[src/rtl/timer_pkg.sv]
// Shared types and defaults for the countdown timer controller.
package timer_pkg;
  typedef enum logic [2:0] {
    S_IDLE    = 3'd0,
    S_LOADED  = 3'd1,
    S_RUNNING = 3'd2,
    S_PAUSED  = 3'd3,
    S_DONE    = 3'd4
  } state_e;

  localparam int TICK_DIV_DEF    = 10;
  localparam int ALARM_TICKS_DEF = 3;
endpackage

[src/rtl/timer_ctrl_if.sv]
// Command / counter-chain signal bundle between the timer controller and its user.
interface timer_ctrl_if;
  logic       start, stop, load, clear;
  logic       timer_zero;
  logic       t_loadn, t_clearn, t_en;
  logic       done, alarm;
  logic [2:0] state_o;

  modport master (
    output start, stop, load, clear, timer_zero,
    input  t_loadn, t_clearn, t_en, done, alarm, state_o
  );
  modport slave (
    input  start, stop, load, clear, timer_zero,
    output t_loadn, t_clearn, t_en, done, alarm, state_o
  );
endinterface

[src/rtl/tick_prescaler.sv]
// Divides clk down to a one-cycle tick every TICK_DIV cycles while run is high.
module tick_prescaler
  import timer_pkg::*;
#(
  parameter int TICK_DIV = TICK_DIV_DEF
) (
  input  logic clk,
  input  logic clearn,
  input  logic run,
  input  logic zero_cnt,
  output logic tick
);
  localparam int CW = $clog2(TICK_DIV);

  logic [CW-1:0] cnt_q, cnt_d;
  logic          last;

  assign last = (cnt_q == CW'(TICK_DIV - 1));
  assign tick = run & last;

  // zero_cnt wins over run so a restart in the same cycle as a tick starts clean
  always_comb begin
    cnt_d = cnt_q;
    if (zero_cnt)  cnt_d = '0;
    else if (run)  cnt_d = last ? '0 : cnt_q + CW'(1);
  end

  always_ff @(posedge clk) begin
    if (!clearn) cnt_q <= '0;
    else         cnt_q <= cnt_d;
  end
endmodule

[src/rtl/timer_ctrl.sv]
// Countdown timer controller: command FSM, load/clear strobes and tick enable.
// Optional alarm window enabled with `define TIMER_ALARM_EN.
module timer_ctrl
  import timer_pkg::*;
#(
  parameter int TICK_DIV    = TICK_DIV_DEF,
  parameter int ALARM_TICKS = ALARM_TICKS_DEF
) (
  input  logic         clk,
  input  logic         clearn,
  timer_ctrl_if.slave  bus
);
  state_e state_q, state_d;
  logic   t_loadn_q, t_loadn_d;
  logic   t_clearn_q, t_clearn_d;
  logic   zero_cnt, run, tick;

  always_comb begin
    state_d    = state_q;
    t_loadn_d  = 1'b1;
    t_clearn_d = 1'b1;
    zero_cnt   = 1'b0;
    if (bus.clear) begin
      state_d    = S_IDLE;
      t_clearn_d = 1'b0;
      zero_cnt   = 1'b1;
    end else begin
      unique case (state_q)
        S_IDLE: if (bus.load) begin
          state_d   = S_LOADED;
          t_loadn_d = 1'b0;
        end
        S_LOADED, S_PAUSED: begin
          if (bus.load) begin
            state_d   = S_LOADED;
            t_loadn_d = 1'b0;
          end else if (bus.start) begin
            state_d  = bus.timer_zero ? S_DONE : S_RUNNING;
            // a fresh run restarts the tick phase; a resume keeps it
            zero_cnt = bus.timer_zero || (state_q == S_LOADED);
          end
        end
        S_RUNNING: begin
          if (bus.timer_zero) begin
            state_d  = S_DONE;
            zero_cnt = 1'b1;
          end else if (bus.stop) begin
            state_d = S_PAUSED;
          end
        end
        S_DONE: if (bus.load) begin
          state_d   = S_LOADED;
          t_loadn_d = 1'b0;
        end
        default: state_d = S_IDLE;
      endcase
    end
  end

  always_ff @(posedge clk) begin
    if (!clearn) begin
      state_q    <= S_IDLE;
      t_loadn_q  <= 1'b1;
      t_clearn_q <= 1'b0;
    end else begin
      state_q    <= state_d;
      t_loadn_q  <= t_loadn_d;
      t_clearn_q <= t_clearn_d;
    end
  end

`ifdef TIMER_ALARM_EN
  localparam int AW = (ALARM_TICKS > 1) ? $clog2(ALARM_TICKS) : 1;

  logic          alarm_q, alarm_d;
  logic [AW-1:0] acnt_q, acnt_d;

  // prescaler free-runs in DONE so the alarm window is measured in whole ticks
  assign run = (state_q == S_RUNNING) || (state_q == S_DONE);

  always_comb begin
    alarm_d = alarm_q;
    acnt_d  = acnt_q;
    if (state_d != S_DONE) begin
      alarm_d = 1'b0;
      acnt_d  = '0;
    end else if (state_q != S_DONE) begin
      alarm_d = 1'b1;
      acnt_d  = '0;
    end else if (alarm_q && tick) begin
      if (acnt_q == AW'(ALARM_TICKS - 1)) alarm_d = 1'b0;
      else                                acnt_d  = acnt_q + AW'(1);
    end
  end

  always_ff @(posedge clk) begin
    if (!clearn) begin
      alarm_q <= 1'b0;
      acnt_q  <= '0;
    end else begin
      alarm_q <= alarm_d;
      acnt_q  <= acnt_d;
    end
  end

  assign bus.alarm = alarm_q;
`else
  assign run       = (state_q == S_RUNNING);
  assign bus.alarm = 1'b0;
`endif

  tick_prescaler #(.TICK_DIV(TICK_DIV)) u_presc (
    .clk      (clk),
    .clearn   (clearn),
    .run      (run),
    .zero_cnt (zero_cnt),
    .tick     (tick)
  );

  assign bus.t_en     = tick & (state_q == S_RUNNING) & ~bus.timer_zero;
  assign bus.t_loadn  = t_loadn_q;
  assign bus.t_clearn = t_clearn_q;
  assign bus.done     = (state_q == S_DONE);
  assign bus.state_o  = state_q;
endmodule

[src/flat_wrapper.sv]
// flat-port wrapper written by rule: the top's interface ports become plain ports
module timer_ctrl_flat import timer_pkg::*;
#(
  parameter int TICK_DIV    = TICK_DIV_DEF,
  parameter int ALARM_TICKS = ALARM_TICKS_DEF
)
  (clk, clearn, bus_start, bus_stop, bus_load, bus_clear, bus_timer_zero, bus_t_loadn, bus_t_clearn, bus_t_en, bus_done, bus_alarm, bus_state_o);
  timer_ctrl_if bus_i ();
  input  logic clk;
  input  logic clearn;
  input wire logic [$bits(bus_i.start)-1:0] bus_start;
  input wire logic [$bits(bus_i.stop)-1:0] bus_stop;
  input wire logic [$bits(bus_i.load)-1:0] bus_load;
  input wire logic [$bits(bus_i.clear)-1:0] bus_clear;
  input wire logic [$bits(bus_i.timer_zero)-1:0] bus_timer_zero;
  output wire logic [$bits(bus_i.t_loadn)-1:0] bus_t_loadn;
  output wire logic [$bits(bus_i.t_clearn)-1:0] bus_t_clearn;
  output wire logic [$bits(bus_i.t_en)-1:0] bus_t_en;
  output wire logic [$bits(bus_i.done)-1:0] bus_done;
  output wire logic [$bits(bus_i.alarm)-1:0] bus_alarm;
  output wire logic [$bits(bus_i.state_o)-1:0] bus_state_o;
  assign bus_i.start = bus_start;
  assign bus_i.stop = bus_stop;
  assign bus_i.load = bus_load;
  assign bus_i.clear = bus_clear;
  assign bus_i.timer_zero = bus_timer_zero;
  assign bus_t_loadn = bus_i.t_loadn;
  assign bus_t_clearn = bus_i.t_clearn;
  assign bus_t_en = bus_i.t_en;
  assign bus_done = bus_i.done;
  assign bus_alarm = bus_i.alarm;
  assign bus_state_o = bus_i.state_o;
  timer_ctrl #(.TICK_DIV(TICK_DIV), .ALARM_TICKS(ALARM_TICKS)) u_core (.clk(clk), .clearn(clearn), .bus(bus_i));
endmodule
[config.mk]
export PLATFORM = sky130hd
export DESIGN_NAME = timer_ctrl_flat
export DESIGN_NICKNAME = d
export VERILOG_FILES = /design/src/rtl/timer_pkg.sv /design/src/rtl/timer_ctrl_if.sv /design/src/rtl/tick_prescaler.sv /design/src/rtl/timer_ctrl.sv /design/src/flat_wrapper.sv
export SDC_FILE = /design/constraint.sdc
export NUM_CORES = 1
export LEC_CHECK = 0
export CORE_AREA = 2 2 39 41
export DETAILED_ROUTE_END_ITERATION = 8
export DIE_AREA = 0 0 41 43
export PLACE_DENSITY = 0.7
export SKIP_LAST_GASP = 1
export SYNTH_ARGS = -nofsm -noshare
export SYNTH_HDL_FRONTEND = slang
export SYNTH_SLANG_ARGS = --single-unit
export TNS_END_PERCENT = 100
[constraint.sdc]
create_clock -name clk -period 1.7 [get_ports clk]
set_clock_uncertainty 0.15 [all_clocks]
set_input_delay 0.34 -clock clk [delete_from_list [all_inputs] [get_ports clk]]
set_output_delay 0.34 -clock clk [all_outputs]
set_load 0.005 [all_outputs]
==> impl_metrics.csv, run 1 <==
group,metric,value,unit
setup_path,cp_top_family,"buffers and inverters",
global_routing,grt_overflow,0,
sta,final_hold_viol_count,0,
logic_synthesis,yosysWarnings,0,
global_routing,grt_pass1_vias,461,
logic_synthesis,synth_top_family_by_area,"simple AND/OR/NAND/NOR gates",
cells_and_area,finalNonFillerCells,106,
global_routing,antenna_found_initial,0,
placement,gp_congestion,0.805,
logic_synthesis,synth_compound_area_share,17.9,%
cells_and_area,final_nets,98,
placement,place_ws,-0.403,ns
sta,fin_crit,1.69,ns
detailed_routing,drtIter0Drc,11,
detailed_routing,wl_per_cell,11.5,um
setup_path,cp-end-kind,"output pin",
setup_path,worstSetupStartpointType,"input port",
setup_path,critPathBufInv,2,
sta,max_freq,591,MHz
setup_path,arrival,1.20,ns
setup_path,cp_cell_sequence,"clkdlybuf4s50_1 > nor4b_2 > clkbuf_2",
status,status,"completed",
logic_synthesis,syn_inst,56,
cts,clock-sinks,9,
logic_synthesis,ys_ff_latch,9,
cts,clk_pin_slew_worst_paths,0.06,ns
cells_and_area,insertedDiodeCount,0,
detailed_routing,wl,1.22,mm
placement,place_hpwl,880,um
detailed_routing,drc,0,
global_routing,track_usage,17.8,%
floorplan,row_count,14,
sta,setup-violations-final,0,
global_routing,grt_first_pass_wirelength,2.01,mm
flow_run,cap_viol_max_count,0,
detailed_routing,ant_nets,0,
logic_synthesis,synthXorXnorAreaFrac,3.80,%
cts,cts-htree-levels,1,
worst_hold_path,hold_path.class,"flop to flop",
cts,cts_root_buffer,"clkbuf_4",
setup_path,path_class,"input port to output pin",
sta,period_share,99.5,%
sta,setup_tns,0,ns
setup_path,critPathMaxStageDelay,0.45,ns
logic_synthesis,ys_seq_area_share,39.1,%
cells_and_area,syn2layout_area_growth,75.8,%
cells_and_area,final_cell_mix,"buf_4 (15), clkdlybuf4s50_1 (8), nor2_1 (6), dfxtp_1 (6), nand2_1 (4)",
floorplan,die_height,43,um
cells_and_area,final_common_cell,"buf_4",
logic_synthesis,synth.avg_cell_area,8.22,um2
sta,layout_setup_ws,0.00783,ns
logic_synthesis,synthAdderAreaFrac,0,%
cts,ctsHoldBuffers,0,
cells_and_area,drive_gt1_share,33.3,%
sta,drv_slew,0,
power_and_ir_drop,p_per_area,562,nW/um2
detailed_routing,num_vias,517,
cts,cts_tree,"yes",
setup_path,critPathSlowestCell,"clkdlybuf4s50_1",
detailed_routing,avgViaCountPerCell,4.88,
sta,rsz0062_at_grt,"true",
logic_synthesis,synth_area,460,um2
cts,cts_buffer_depth,2,
placement,numPlacedInstances,100,
cts,clk_latency,0.26,ns
floorplan,core,1380,um2
floorplan,dieWidth,41,um
setup_path,required,1.21,ns
cts,cts_made_buffers,3,
detailed_routing,first_pass_iters,4,
global_routing,grt_max_degree,9,
logic_synthesis,synth.area.mux_share,2.17,%
placement,numPortBuffers,13,
power_and_ir_drop,p_leak,0.000348,uW
logic_synthesis,synth_nets,63,
cells_and_area,fillers,123,
floorplan,die_area,1760,um2
logic_synthesis,yosys.area_share.simple,32.1,%
power_and_ir_drop,peakVddDrop,0.324,mV
setup_path,worst-path-max-fanout,2,
logic_synthesis,yosys.cell_types.count,26,
floorplan,ios,15,
floorplan,initial_core_util,33.3,%
per-layer routing:
metal  part of all wire, %  wire length, um  global-route usage [%]  up-vias
met3                   3.9               47                    6.28        2
li1                      -                -                       -      265
met4                   1.6               19                    10.0        0
met1                    43              527                    21.2      237
met2                    51              625                    26.6       13
met5                     0                0                       0        -
report_power, final:
group / leakage, uW / switching (uW) / internal [uW]
Combinational: 0.000258 / 31.2 / 44.8
Sequential: 0.0000748 / 2.09 / 214
Clock: 0.0000150 / 72.4 / 90.3
Total: 0.000348 / 106 / 349
cells in the mapped netlist:
cell | instances | area, um2
xor2_1 | 2 | 17.5
nand4bb_1 | 1 | 11.3
nand2_1 | 4 | 15.0
nor4b_1 | 1 | 8.76
nor2b_1 | 3 | 18.8
o211ai_1 | 1 | 7.51
nor3_1 | 1 | 5.00
o21ai_1 | 1 | 5.00
o41a_1 | 1 | 11.3
a2111oi_2 | 1 | 15.0
nor2_2 | 1 | 6.26
nor2_1 | 6 | 22.5
a22oi_1 | 1 | 7.51
nand3_1 | 3 | 15.0
buf_4 | 1 | 7.51
conb_1 | 1 | 3.75
dfxtp_1 | 9 | 180
mux2i_1 | 1 | 10.0
nand2b_1 | 3 | 18.8
a31oi_1 | 1 | 6.26
o21ai_0 | 3 | 15.0
nor3b_1 | 1 | 7.51
nand4_1 | 2 | 12.5
inv_1 | 3 | 11.3
a21oi_1 | 3 | 15.0
and2_1 | 1 | 6.26
path summary, 6_finish.rpt:
path	slack (ns)	to	from	cells after the start
setup / recovery	0.008	bus_t_en	bus_timer_zero	3
hold / removal	0.44	u_core.bus.state_o[2]	u_core.bus.state_o[2]	3
setup reg to reg	0.18	u_core.bus.state_o[1]	u_core.bus.state_o[0]	6
hold reg to reg	0.44	u_core.bus.state_o[2]	u_core.bus.state_o[2]	3
metrics by stage:
| step | instance area [um2] | util (%) | total power (uW) | hold slack, ns |
|---|---|---|---|---|
| 6_report | 810 | 58.5 | 455 | 0.445 |
| 5_1_grt | 810 | 58.5 | 484 | 0.474 |
| 4_1_cts | 802 | 58.0 | 460 | 0.444 |
| 3_5_place_dp | 723 | 52.3 | 290 | 0.437 |
| 3_3_place_gp | 723 | 52.3 | 289 | 0.433 |
| 2_1_floorplan | 460 | - | 247 | 0.279 |
repair_timing:
action / 4_1_cts / 5_1_grt
setup buffers: 2 / 0
setup endpoints to repair: 5 / 4
pin swaps: 0 / 0
resized for setup: 13 / 6
tightest hold or removal path: stages, from the launching register on:
cell and delay, ns:
dfxtp_2 0.33, buf_6 0.13, nand2_1 0.05, o21ai_1 0.05
registers in the layout, indices dropped and copies added (netlist names):
name                  count
u_core.bus.state_o        3
u_core.bus.t_clearn       1
u_core.bus.t_loadn        1
u_core.u_presc.cnt_q      4
layout make-up:
cell class | count | area, um2 | area share [%]
multi-input combinational | 43 | 294 | 36.3
timing repair buffer | 31 | 272 | 33.5
sequential | 9 | 186 | 23.0
clock buffer | 4 | 26.3 | 3.25
tap | 16 | 20.0 | 2.47
inverter | 3 | 11.3 | 1.39
logic make-up after synthesis:
family | after synthesis
compound gates | 12
xor+xnor | 2
other cells | 1
flops | 9
buf+inv | 4
mux | 1
simple gates | 27
No activity file was read; power rests on OpenSTA's default activity.
==> run 2: changes to the inputs <==
PLACE_DENSITY = not set   (was 0.7)
PLACE_DENSITY_LB_ADDON = 0.12   (was not set)
==> run 2 against run 1 <==
Against the previous run: die area did not move; maximum frequency rose by 2.2%; critical path type is now flop to output pin; sequential share of layout area rose by 0.60 points; utilization fell by 2.3 points; register-to-register slack barely moved; clock-buffer cell count did not move; total power fell by 2.0%; global-route usage fell by 1.2 points; largest cell class unchanged; clock power fell by 2%.
==> impl_metrics.csv, run 2 (synthesis gave the netlist of run 1 again) <==
group,metric,value,unit
cells_and_area,final_area,778,um2
setup_path,worst-path-max-fanout,2,
sta,period_share,97.4,%
placement,dpl_cell_area,708,um2
setup_path,path_class,"flop to output pin",
global_routing,grt_overflow,0,
setup_path,cp-end-kind,"output pin",
cells_and_area,insertedDiodeCount,0,
power_and_ir_drop,peakVddDrop,0.283,mV
setup_path,arrival,1.17,ns
sta,drv_slew,0,
placement,numPortBuffers,13,
cts,clk_latency,0.25,ns
sta,rsz0062_at_grt,"true",
floorplan,dieWidth,41,um
cells_and_area,final_common_cell,"buf_4",
placement,place_hpwl,839,um
cells_and_area,finalNonFillerCells,103,
setup_path,required,1.21,ns
detailed_routing,avgViaCountPerCell,4.79,
floorplan,die_height,43,um
cells_and_area,final_util,56.2,%
placement,numPlacedInstances,98,
setup_path,rr_startpoint,"u_core.bus.state_o[1]",
floorplan,initial_core_util,33.3,%
cts,clk_pin_slew_worst_paths,0.06,ns
cells_and_area,final_cell_mix,"buf_4 (12), clkdlybuf4s50_1 (7), nor2_1 (6), dfxtp_1 (6), dlygate4sd2_1 (5)",
global_routing,antenna_found_initial,0,
sta,fin_crit,1.66,ns
power_and_ir_drop,power.total,445,uW
setup_path,worstSetupStartpointType,"flop",
status,status,"completed",
cts,cts-htree-levels,1,
power_and_ir_drop,p_leak,0.000325,uW
global_routing,grt_pass1_vias,459,
detailed_routing,drc,0,
setup_path,critical_path.startpoint,"u_core.bus.state_o[0]",
detailed_routing,wl_per_cell,10.4,um
sta,whs,0.397,ns
floorplan,core,1380,um2
power_and_ir_drop,p_per_area,572,nW/um2
sta,max_freq,604,MHz
cells_and_area,largest_register,"u_core.u_presc.cnt_q",
placement,gp_congestion,0.726,
cells_and_area,syn2layout_area_growth,69.0,%
cts,cts_tree,"yes",
flow_run,cap_viol_max_count,0,
cts,cts_root_buffer,"clkbuf_4",
global_routing,track_usage,16.6,%
cts,clock-sinks,9,
sta,setup-violations-final,0,
detailed_routing,drtIter0Drc,5,
sta,final_hold_viol_count,0,
cells_and_area,drive_gt1_share,31.0,%
setup_path,ff2ff_path_depth,6,
floorplan,row_count,14,
cts,cts_made_buffers,3,
floorplan,ios,15,
setup_path,regToRegSetupSlack,0.18,ns
detailed_routing,num_vias,493,
setup_path,r2r-end,"u_core.bus.state_o[1]",
cts,cts_buffer_depth,2,
global_routing,grt_first_pass_wirelength,1.93,mm
global_routing,grt_max_degree,9,
detailed_routing,first_pass_iters,4,
setup_path,crit_path_end,"bus_t_en",
cells_and_area,final_nets,95,
floorplan,die_area,1760,um2
worst_hold_path,hold_path.class,"input port to flop",
detailed_routing,wl,1.07,mm
cells_and_area,largest_register_ffs,4,
detailed_routing,ant_nets,0,
run 2: timing repair:
item / in CTS / in global routing
hold buffers: 0 / 0
resized for setup: 15 / 3
gates cloned: 0 / 0
buffers inserted: 1 / 0
setup endpoints to repair: 5 / 2
run 2: power breakdown:
| part | internal [uW] | switching, uW |
|---|---|---|
| registers | 215 | 1.86 |
| clock network | 90.1 | 68.5 |
| logic | 40.5 | 29.1 |
run 2: final cells by class:
cell class	instances	area [um2]
repair buffers	28	243
multi-input cells	43	294
fillers	140	606
inverters	3	11.3
clock buffers	4	26.3
well taps	16	20.0
flip-flops and latches	9	184
run 2: worst max-delay path, stage by stage (launching register included):
cell       delay, ns
dfxtp_2         0.32
nand4bb_4       0.22
nor4b_2         0.22
clkbuf_2        0.15
run 2: worst min path at each step:
stage,cells past startpoint,from,endpoint,slack [ns]
finish,3,bus_timer_zero,u_core.bus.state_o[2],0.40
global route,3,bus_timer_zero,u_core.bus.state_o[2],0.43
CTS,3,bus_timer_zero,u_core.bus.state_o[2],0.39
detailed placement,3,u_core.u_presc.cnt_q[3],u_core.u_presc.cnt_q[3],0.45
global placement,3,u_core.u_presc.cnt_q[2],u_core.u_presc.cnt_q[2],0.44
floorplan,1,bus_load,u_core.bus.t_loadn,0.28
run 2: stage by stage:
step / setup TNS (ns) / worst slack (ns)
2_1_floorplan: 0 / 0.230
3_3_place_gp: -0.906 / -0.448
3_5_place_dp: -1.01 / -0.502
4_1_cts: -0.0826 / -0.0826
5_1_grt: -0.0248 / -0.0248
6_report: 0 / 0.0447
run 2: routing by layer:
layer | vias to the layer above | wire length [um] | GRT usage (%) | part of all wire (%)
li1 | 261 | - | - | -
met1 | 216 | 466 | 20.6 | 44
met2 | 14 | 522 | 24.4 | 49
met3 | 2 | 69 | 6.28 | 6.5
met4 | 0 | 10 | 8.00 | 0.94
met5 | - | 0 | 0 | 0
